[config.mk]
export PLATFORM = sky130hd
export DESIGN_NAME = ch_bram_loader
export DESIGN_NICKNAME = d
export VERILOG_FILES = /design/src/rtl/ch_pkg.sv /design/src/rtl/gpio_edge_det.sv /design/src/rtl/ch_bram_loader.sv
export SDC_FILE = /design/constraint.sdc
export NUM_CORES = 1
export LEC_CHECK = 0
export BUFFER_PORTS_ARGS = -buffer_cell sky130_fd_sc_hd__buf_2
export CAP_MARGIN = 20
export CORE_MARGIN = 2
export CORE_UTILIZATION = 55
export DETAILED_ROUTE_END_ITERATION = 10
export PLACE_DENSITY = 0.81
export SETUP_SLACK_MARGIN = 0.3
export SKIP_CTS_REPAIR_TIMING = 1
export SLEW_MARGIN = 20
export SYNTH_ARGS = -nofsm -noshare
export SYNTH_HDL_FRONTEND = slang
export SYNTH_SLANG_ARGS = --single-unit
[constraint.sdc]
create_clock -name s_axi_clk -period 3.6 [get_ports s_axi_clk]
set_input_delay 0.54 -clock s_axi_clk [delete_from_list [all_inputs] [get_ports s_axi_clk]]
set_output_delay 0.54 -clock s_axi_clk [all_outputs]
set_load 0.05 [all_outputs]
[src/rtl/ch_pkg.sv]
// Shared constants for the ch_unit blocks: default bus widths and loader FSM states.
package ch_pkg;

   localparam int unsigned CH_ADDR_WIDTH = 15;
   localparam int unsigned CH_DATA_WIDTH = 32;

   localparam int unsigned CH_STATE_W = 2;

   localparam logic [CH_STATE_W-1:0] ST_IDLE = 2'd0;
   localparam logic [CH_STATE_W-1:0] ST_LOAD = 2'd1;
   localparam logic [CH_STATE_W-1:0] ST_DONE = 2'd2;

endpackage : ch_pkg

[src/rtl/gpio_edge_det.sv]
// Rising-edge detector for a GPIO level. The edge is only reported once the
// level has been seen low after reset, so a level that is already high when
// reset releases is not mistaken for a new edge.
module gpio_edge_det (
   input  logic clk,
   input  logic rst_n,
   input  logic i_level,
   output logic o_rise_c
);

   logic r_prev;
   logic r_armed;

   // Track the previous level and arm once a low level has been observed
   always_ff @(posedge clk or negedge rst_n) begin
      if (!rst_n) begin
         r_prev  <= 1'b0;
         r_armed <= 1'b0;
      end else begin
         r_prev  <= i_level;
         r_armed <= r_armed | ~i_level;
      end
   end

   // Combinational edge pulse, acted on at the following clock edge
   always_comb begin
      o_rise_c = i_level & ~r_prev & r_armed;
   end

endmodule : gpio_edge_det

[src/rtl/ch_bram_loader.sv]
// Streams AXI-Stream words into ch_unit BRAM port B starting at a GPIO-supplied
// base address, tracking word count, checksum and an early-tlast error flag.
module ch_bram_loader
   import ch_pkg::*;
#(
   parameter int unsigned ADDR_WIDTH = CH_ADDR_WIDTH,
   parameter int unsigned DATA_WIDTH = CH_DATA_WIDTH
) (
   input  logic                  s_axi_clk,
   input  logic                  s_axi_reset,
   input  logic                  i_gpio_load_start,
   input  logic [ADDR_WIDTH-1:0] i_gpio_base_addr,
   input  logic [ADDR_WIDTH:0]   i_gpio_word_count,
   input  logic [DATA_WIDTH-1:0] s_axis_tdata,
   input  logic                  s_axis_tvalid,
   input  logic                  s_axis_tlast,
   output logic                  s_axis_tready,
   output logic                  enb,
   output logic                  web,
   output logic [ADDR_WIDTH-1:0] addrb,
   output logic [DATA_WIDTH-1:0] dinb,
   output logic                  o_gpio_load_busy,
   output logic                  o_gpio_load_done,
   output logic                  o_gpio_load_err,
   output logic [ADDR_WIDTH:0]   o_gpio_words_written,
   output logic [DATA_WIDTH-1:0] o_gpio_checksum
);

   localparam int unsigned CW = ADDR_WIDTH + 1;

   logic [CH_STATE_W-1:0] r_state;
   logic [CH_STATE_W-1:0] w_state_nxt;

   logic                  r_tready;
   logic                  r_enb;
   logic                  r_web;
   logic [ADDR_WIDTH-1:0] r_addrb;
   logic [DATA_WIDTH-1:0] r_dinb;
   logic                  r_done;
   logic                  r_err;
   logic [CW-1:0]         r_words;
   logic [DATA_WIDTH-1:0] r_cks;
   logic [ADDR_WIDTH-1:0] r_addr;
   logic [CW-1:0]         r_count;

   logic                  w_start_rise;
   logic                  w_start_ok;
   logic                  w_cnt_zero;
   logic                  w_accept;
   logic [CW-1:0]         w_words_inc;
   logic                  w_last_word;

   gpio_edge_det u_start_edge (
      .clk      (s_axi_clk),
      .rst_n    (s_axi_reset),
      .i_level  (i_gpio_load_start),
      .o_rise_c (w_start_rise)
   );

   // Decode start acceptance, beat acceptance and final-word condition
   always_comb begin
      w_start_ok  = w_start_rise & (r_state != ST_LOAD);
      w_cnt_zero  = (i_gpio_word_count == '0);
      w_accept    = r_tready & s_axis_tvalid;
      w_words_inc = r_words + CW'(1);
      w_last_word = (w_words_inc == r_count);
   end

   // State register
   always_ff @(posedge s_axi_clk or negedge s_axi_reset) begin
      if (!s_axi_reset) begin
         r_state <= ST_IDLE;
      end else begin
         r_state <= w_state_nxt;
      end
   end

   // Next-state logic
   always_comb begin
      w_state_nxt = r_state;
      case (r_state)
         ST_IDLE, ST_DONE: begin
            if (w_start_ok) begin
               w_state_nxt = w_cnt_zero ? ST_DONE : ST_LOAD;
            end
         end
         ST_LOAD: begin
            if (w_accept && (w_last_word || s_axis_tlast)) begin
               w_state_nxt = ST_DONE;
            end
         end
         default: w_state_nxt = ST_IDLE;
      endcase
   end

   // Load bookkeeping: address, counters, checksum and status flags
   always_ff @(posedge s_axi_clk or negedge s_axi_reset) begin
      if (!s_axi_reset) begin
         r_addr  <= '0;
         r_count <= '0;
         r_words <= '0;
         r_cks   <= '0;
         r_err   <= 1'b0;
         r_done  <= 1'b0;
      end else if (w_start_ok) begin
         r_addr  <= i_gpio_base_addr;
         r_count <= i_gpio_word_count;
         r_words <= '0;
         r_cks   <= '0;
         r_err   <= 1'b0;
         r_done  <= 1'b0;
      end else if (w_accept) begin
         r_addr  <= r_addr + ADDR_WIDTH'(1);
         r_words <= w_words_inc;
         r_cks   <= r_cks + s_axis_tdata;
         if (s_axis_tlast && !w_last_word) begin
            r_err <= 1'b1;
         end
      end else if (r_state == ST_DONE) begin
         r_done <= 1'b1;
      end
   end

   // BRAM write pulse one cycle after each accepted beat; ready tracks LOAD
   always_ff @(posedge s_axi_clk or negedge s_axi_reset) begin
      if (!s_axi_reset) begin
         r_tready <= 1'b0;
         r_enb    <= 1'b0;
         r_web    <= 1'b0;
         r_addrb  <= '0;
         r_dinb   <= '0;
      end else begin
         r_tready <= (w_state_nxt == ST_LOAD);
         r_enb    <= w_accept;
         r_web    <= w_accept;
         r_addrb  <= w_accept ? r_addr : '0;
         r_dinb   <= w_accept ? s_axis_tdata : '0;
      end
   end

   // Output drive
   always_comb begin
      s_axis_tready        = r_tready;
      o_gpio_load_busy     = r_tready;
      enb                  = r_enb;
      web                  = r_web;
      addrb                = r_addrb;
      dinb                 = r_dinb;
      o_gpio_load_done     = r_done;
      o_gpio_load_err      = r_err;
      o_gpio_words_written = r_words;
      o_gpio_checksum      = r_cks;
   end

endmodule : ch_bram_loader

-- After elaboration in Yosys (flattened, before gate mapping)
Cells that the tools add are included.
- register bits after elaboration: 134
- output and inout port bits: 101
- $add $sub $neg: 3
- eq/ne operators: 6
- multiplexer cells: 18
- bitwise gates (word level): 7
- reduce and logical (&&, ||, !) cells: 12
- operator list (cell ; count):
    $mux 32 ; 3
    $mux 15 ; 3
    $add 32x32->32 ; 1
    $mux 16 ; 2
    $add 16x1->16 const B ; 1
    $eq 16x16->1 ; 1
    $logic_not 16->1 ; 1
    $add 15x1->15 const B ; 1
    $mux 1 ; 6
    $mux 2 ; 3
    $reduce_bool 2->1 ; 3
    $and 1x1->1 ; 4
    $eq 2x1->1 const B ; 2
    $pmux 2 s2 ; 1
    $reduce_and 2->1 ; 2
    $eq 2x2->1 const B ; 1
    $logic_and 1x1->1 ; 2
    $logic_not 2->1 ; 1
    $ne 2x1->1 const B ; 1
    $ne 2x2->1 const B ; 1
    $not 1->1 ; 2
    $reduce_or 2->1 ; 1
    $logic_not 1->1 ; 1
    $logic_or 1x1->1 ; 1
    $or 1x1->1 ; 1

-- Longest topological paths before layout
- depth after elaboration: 7
- depth in mapped cells: 12
- depth with buffers taken out: 12

-- By module
Synthesis repeated with hierarchy kept, for this count alone.
- cells, all modules: 806
- area total of the unflattened synthesis: 7280.7 um^2
- by module, submodules not included (module ; times used ; cells each ; area each (um^2)):
    ch_bram_loader ; 1 ; 802 ; 7215.7
    gpio_edge_det ; 1 ; 4 ; 65.1

-- Least setup slack after synthesis
OpenSTA, ideal clock, no wires.
- path kind: register -> register
- from: register r_cks[6] (netlist: o_gpio_checksum[6])
- to: register r_cks[31] (netlist: o_gpio_checksum[31])
- arrival time: 2.720 ns
- data required time: 3.522 ns
- path slack: 0.802 ns
- cell stages (with the launch flop): 11
- period minus slack after synthesis: 2.798 ns
- cells stage by stage: dfrtp_1 -> ha_1 -> a211o_1 -> a2111oi_0 -> o21ba_2 -> a211oi_2 -> o21ai_1 -> a31oi_1 -> xnor2_1 -> or3_1 -> a21oi_1
- cells in the longest elaborated chain, start to end: 3
- ends and longest elaborated chain (what ; line ; source):
    from (decl) ; ch_bram_loader.sv:42 ; logic [DATA_WIDTH-1:0] r_cks;
    from (signal assigned) ; ch_bram_loader.sv:115 ; r_cks <= r_cks + s_axis_tdata;
    $add 32x32->32 ; ch_bram_loader.sv:115 ;
    $mux 32 ; ch_bram_loader.sv:112 ; end else if (w_accept) begin
    $mux 32 ; ch_bram_loader.sv:105 ; end else if (w_start_ok) begin
No other way between the ends. The select of a mux whose other input is x is not followed.
A chain may end at the register's enable or synchronous reset.

-- Worst setup path in the final report
- from: register r_cks[0] (netlist: o_gpio_checksum[0])
- to: register r_cks[24] (netlist: o_gpio_checksum[24])
Same word-level chain as after synthesis.

==> results.cfg <==
[outcome]
status = complete, no violations

[critical_path]
end_kind = flop
cp-start-kind = flop
arrival_ns = 3.06
worstSetupPathType = reg -> reg
critical_path_peak_fanout = 4
cp.required_ns = 3.92

[synthesis]
netlist_instances = 804
ys_ff_latch = 134
synthFlopType = dfrtp_1
synth.most_common_cell = nand2_1
seq_area_frac_synth_pct = 45.9
synth_area_leaders = dfrtp_1, nand2_1, ha_1
synth-edff-count = 0
synth_nets = 906
synth_area_leader_cell = dfrtp_1
synth_area_um2 = 7310
syn_avg_cell_area_um2 = 9.09
yosys_warnings = 0
synth_common_cells = nand2_1, dfrtp_1, a21oi_1
async_reset_ff_share_pct = 100
synth_cell_types = 59
yosys.area.top_type_share_pct = 45.9

[power]
p_switching_mw = 3.70
pwr-share-seq_pct = 29.4
intPower_mw = 4.30
switching_share_pct = 46.2
pwr-share-comb_pct = 49.0
p_per_area_nw_per_um2 = 904
leakage_nw = 4.62
pwr-share-clk_pct = 21.7
p_total_mw = 8.00
ir_drop_v = 0.000464

[detailed_routing]
vias = 6455
post-route-drc-count = 0
first_iter_violations = 568
ant_nets = 0
firstDrtPassIters = 5
routed_via_density = 5.64
wl_per_cell_um = 16.0
wirelength_um = 18200

[grt]
grt_overflow = 0
grt_max_degree = 113
grtUsageTotal_pct = 26.5
grt_antenna_before_repair = 0
grt_pass1_vias = 6064
grt_pass1_wl_um = 30000

[placement]
portBuffers = 168
pre_cts_ws_ns = 0.645
gp_congestion = 0.920
dp_hpwl_um = 12500

[sta]
setup_slack_ns = 0.869
period_needed_ns = 2.73
fmax_mhz = 366
tightest_slew_ns = 0.886
finClkSkew_ns = 0.00805
fin_crit_sh_pct = 75.9
slew_headroom_pct = 40.5
timing.final.max_slew_violations = 0
setup_viol = 0
hold_viol_final = 0
fin_tns_setup_ns = 0
rsz0062_at_grt = false

[job]
maxCapViolations = 0

[clocking]
clk_latency_ns = 0.42
numCtsBuffers = 17
cts_sinks = 134
root_buffer = clkbuf_16
cts_tree = yes
htree_levels = 4
ctsLongestPathBuffers = 2
clk_pin_slew_worst_paths_ns = 0.06

[min_path]
worstHoldPathType = in -> async

[floorplanning]
die_x_um = 119
row_count = 42
die_h_um = 119
core_um2 = 13100
ios = 169
dieArea_um2 = 14200
start_util_pct = 55.9

[cells_and_area]
final_layout_size_suffix_gt1_share_pct = 22.8
syn_to_final_growth_pct = 21.2
antennaDiodeCount = 0
layout.nets = 1057
-- critical path, cell delays in order (launching register included) --
cell and delay, ns:
dfrtp_1 0.39, ha_1 0.19, inv_1 0.05, fa_1 0.39
nand2b_1 0.18, a21oi_1 0.18, o21ai_1 0.13, a21boi_1 0.32
o211ai_1 0.16, a21oi_1 0.24, o211ai_1 0.16, o311ai_1 0.24
-- per-layer routing --
| layer | GRT usage [%] | routed length, um | share of wire (%) | up-vias |
|---|---|---|---|---|
| met5 | 0 | 0 | 0 | - |
| met4 | 9.60 | 328 | 1.8 | 0 |
| met3 | 5.60 | 1280 | 7.0 | 27 |
| met2 | 41.9 | 8450 | 46 | 245 |
| met1 | 36.1 | 8190 | 45 | 3081 |
| li1 | - | - | - | 3102 |
-- path summary, 6_finish.rpt --
check                                     startpoint                    to  slack [ns]  depth (start not counted)
worst max-delay path              o_gpio_checksum[0]   o_gpio_checksum[24]        0.87                         11
min in group s_axi_clk             i_gpio_load_start   u_start_edge.r_prev        0.26                          1
worst max register to register    o_gpio_checksum[0]   o_gpio_checksum[24]        0.87                         11
worst min-delay path                     s_axi_reset              dinb[28]        0.24                          1
max in group asynchronous                s_axi_reset    o_gpio_checksum[4]        2.56                          2
worst min register to register  u_start_edge.r_armed  u_start_edge.r_armed        0.49                          1
-- cells by family after synthesis --
group                    Yosys count  synth area share [%]
adder cells (fa/ha/maj)           34                  5.92
XOR/XNOR                          69                  8.27
flip-flops                       134                  45.9
buffers and inverters             59                  3.42
multiplexers                       3                 0.411
AND/OR/NAND/NOR                  337                  22.5
AO/OA/AOI/OAI                    168                  13.6
-- final cells by class --
class,count,area (um2)
clock inverter,11,125
multi-input combinational,611,3710
timing repair buffer,176,922
inverter,15,56.3
tap,176,220
sequential,134,3350
fill,1047,4230
clock buffer,21,470
-- through the flow --
stage	utilization (%)	cell area [um2]	hold WS, ns	cells
finish	67.7	8860	0.244	1144
global placement	63.1	8260	0.473	1112
detailed placement	63.1	8260	0.470	1112
floorplan	-	7310	0.244	804
global route	67.7	8860	0.260	1144
CTS	67.7	8850	0.251	1144
-- flip-flops by register name, summed over array words and instances, names as in the netlist --
register              count
dinb                     32
o_gpio_words_written     16
addrb                    15
web                       1
o_gpio_checksum          32
o_gpio_load_busy          1
r_count                  16
r_state                   2
u_start_edge.r_armed      1
o_gpio_load_err           1
u_start_edge.r_prev       1
o_gpio_load_done          1
r_addr                   15
-- power groups by stage --
| stage | logic [mW] | registers (mW) | clock network (mW) |
|---|---|---|---|
| floorplan | 2.03 | 3.30 | 0 |
| global placement | 3.81 | 2.35 | 0 |
| detailed placement | 3.87 | 2.36 | 0 |
| CTS | 3.91 | 2.34 | 1.75 |
| global route | 4.25 | 2.41 | 1.83 |
| finish | 3.92 | 2.35 | 1.73 |
-- cells in the final DEF (no fill, tap or decap), drive strengths merged, types with 4 or more instances in the layout --
| cell | count |
|---|---|
| nor2 | 45 |
| nor4 | 6 |
| nand4 | 10 |
| nand3 | 27 |
| dfrtp | 134 |
| o21bai | 5 |
| a31oi | 9 |
| nor3 | 16 |
| clkbuf | 22 |
| buf | 175 |
| xor2 | 35 |
| and2 | 4 |
| o211ai | 6 |
| xnor2 | 34 |
| or3 | 6 |
| and3 | 53 |
| clkinvlp | 5 |
| nand2b | 5 |
| o21ai | 43 |
| a21o | 14 |
| inv | 14 |
| clkinv | 5 |
| ha | 33 |
| and4 | 5 |
| nand2 | 148 |
| a21oi | 67 |
| o21a | 7 |
| o31ai | 4 |
Note: power is estimated with default switching activity, not from simulation.
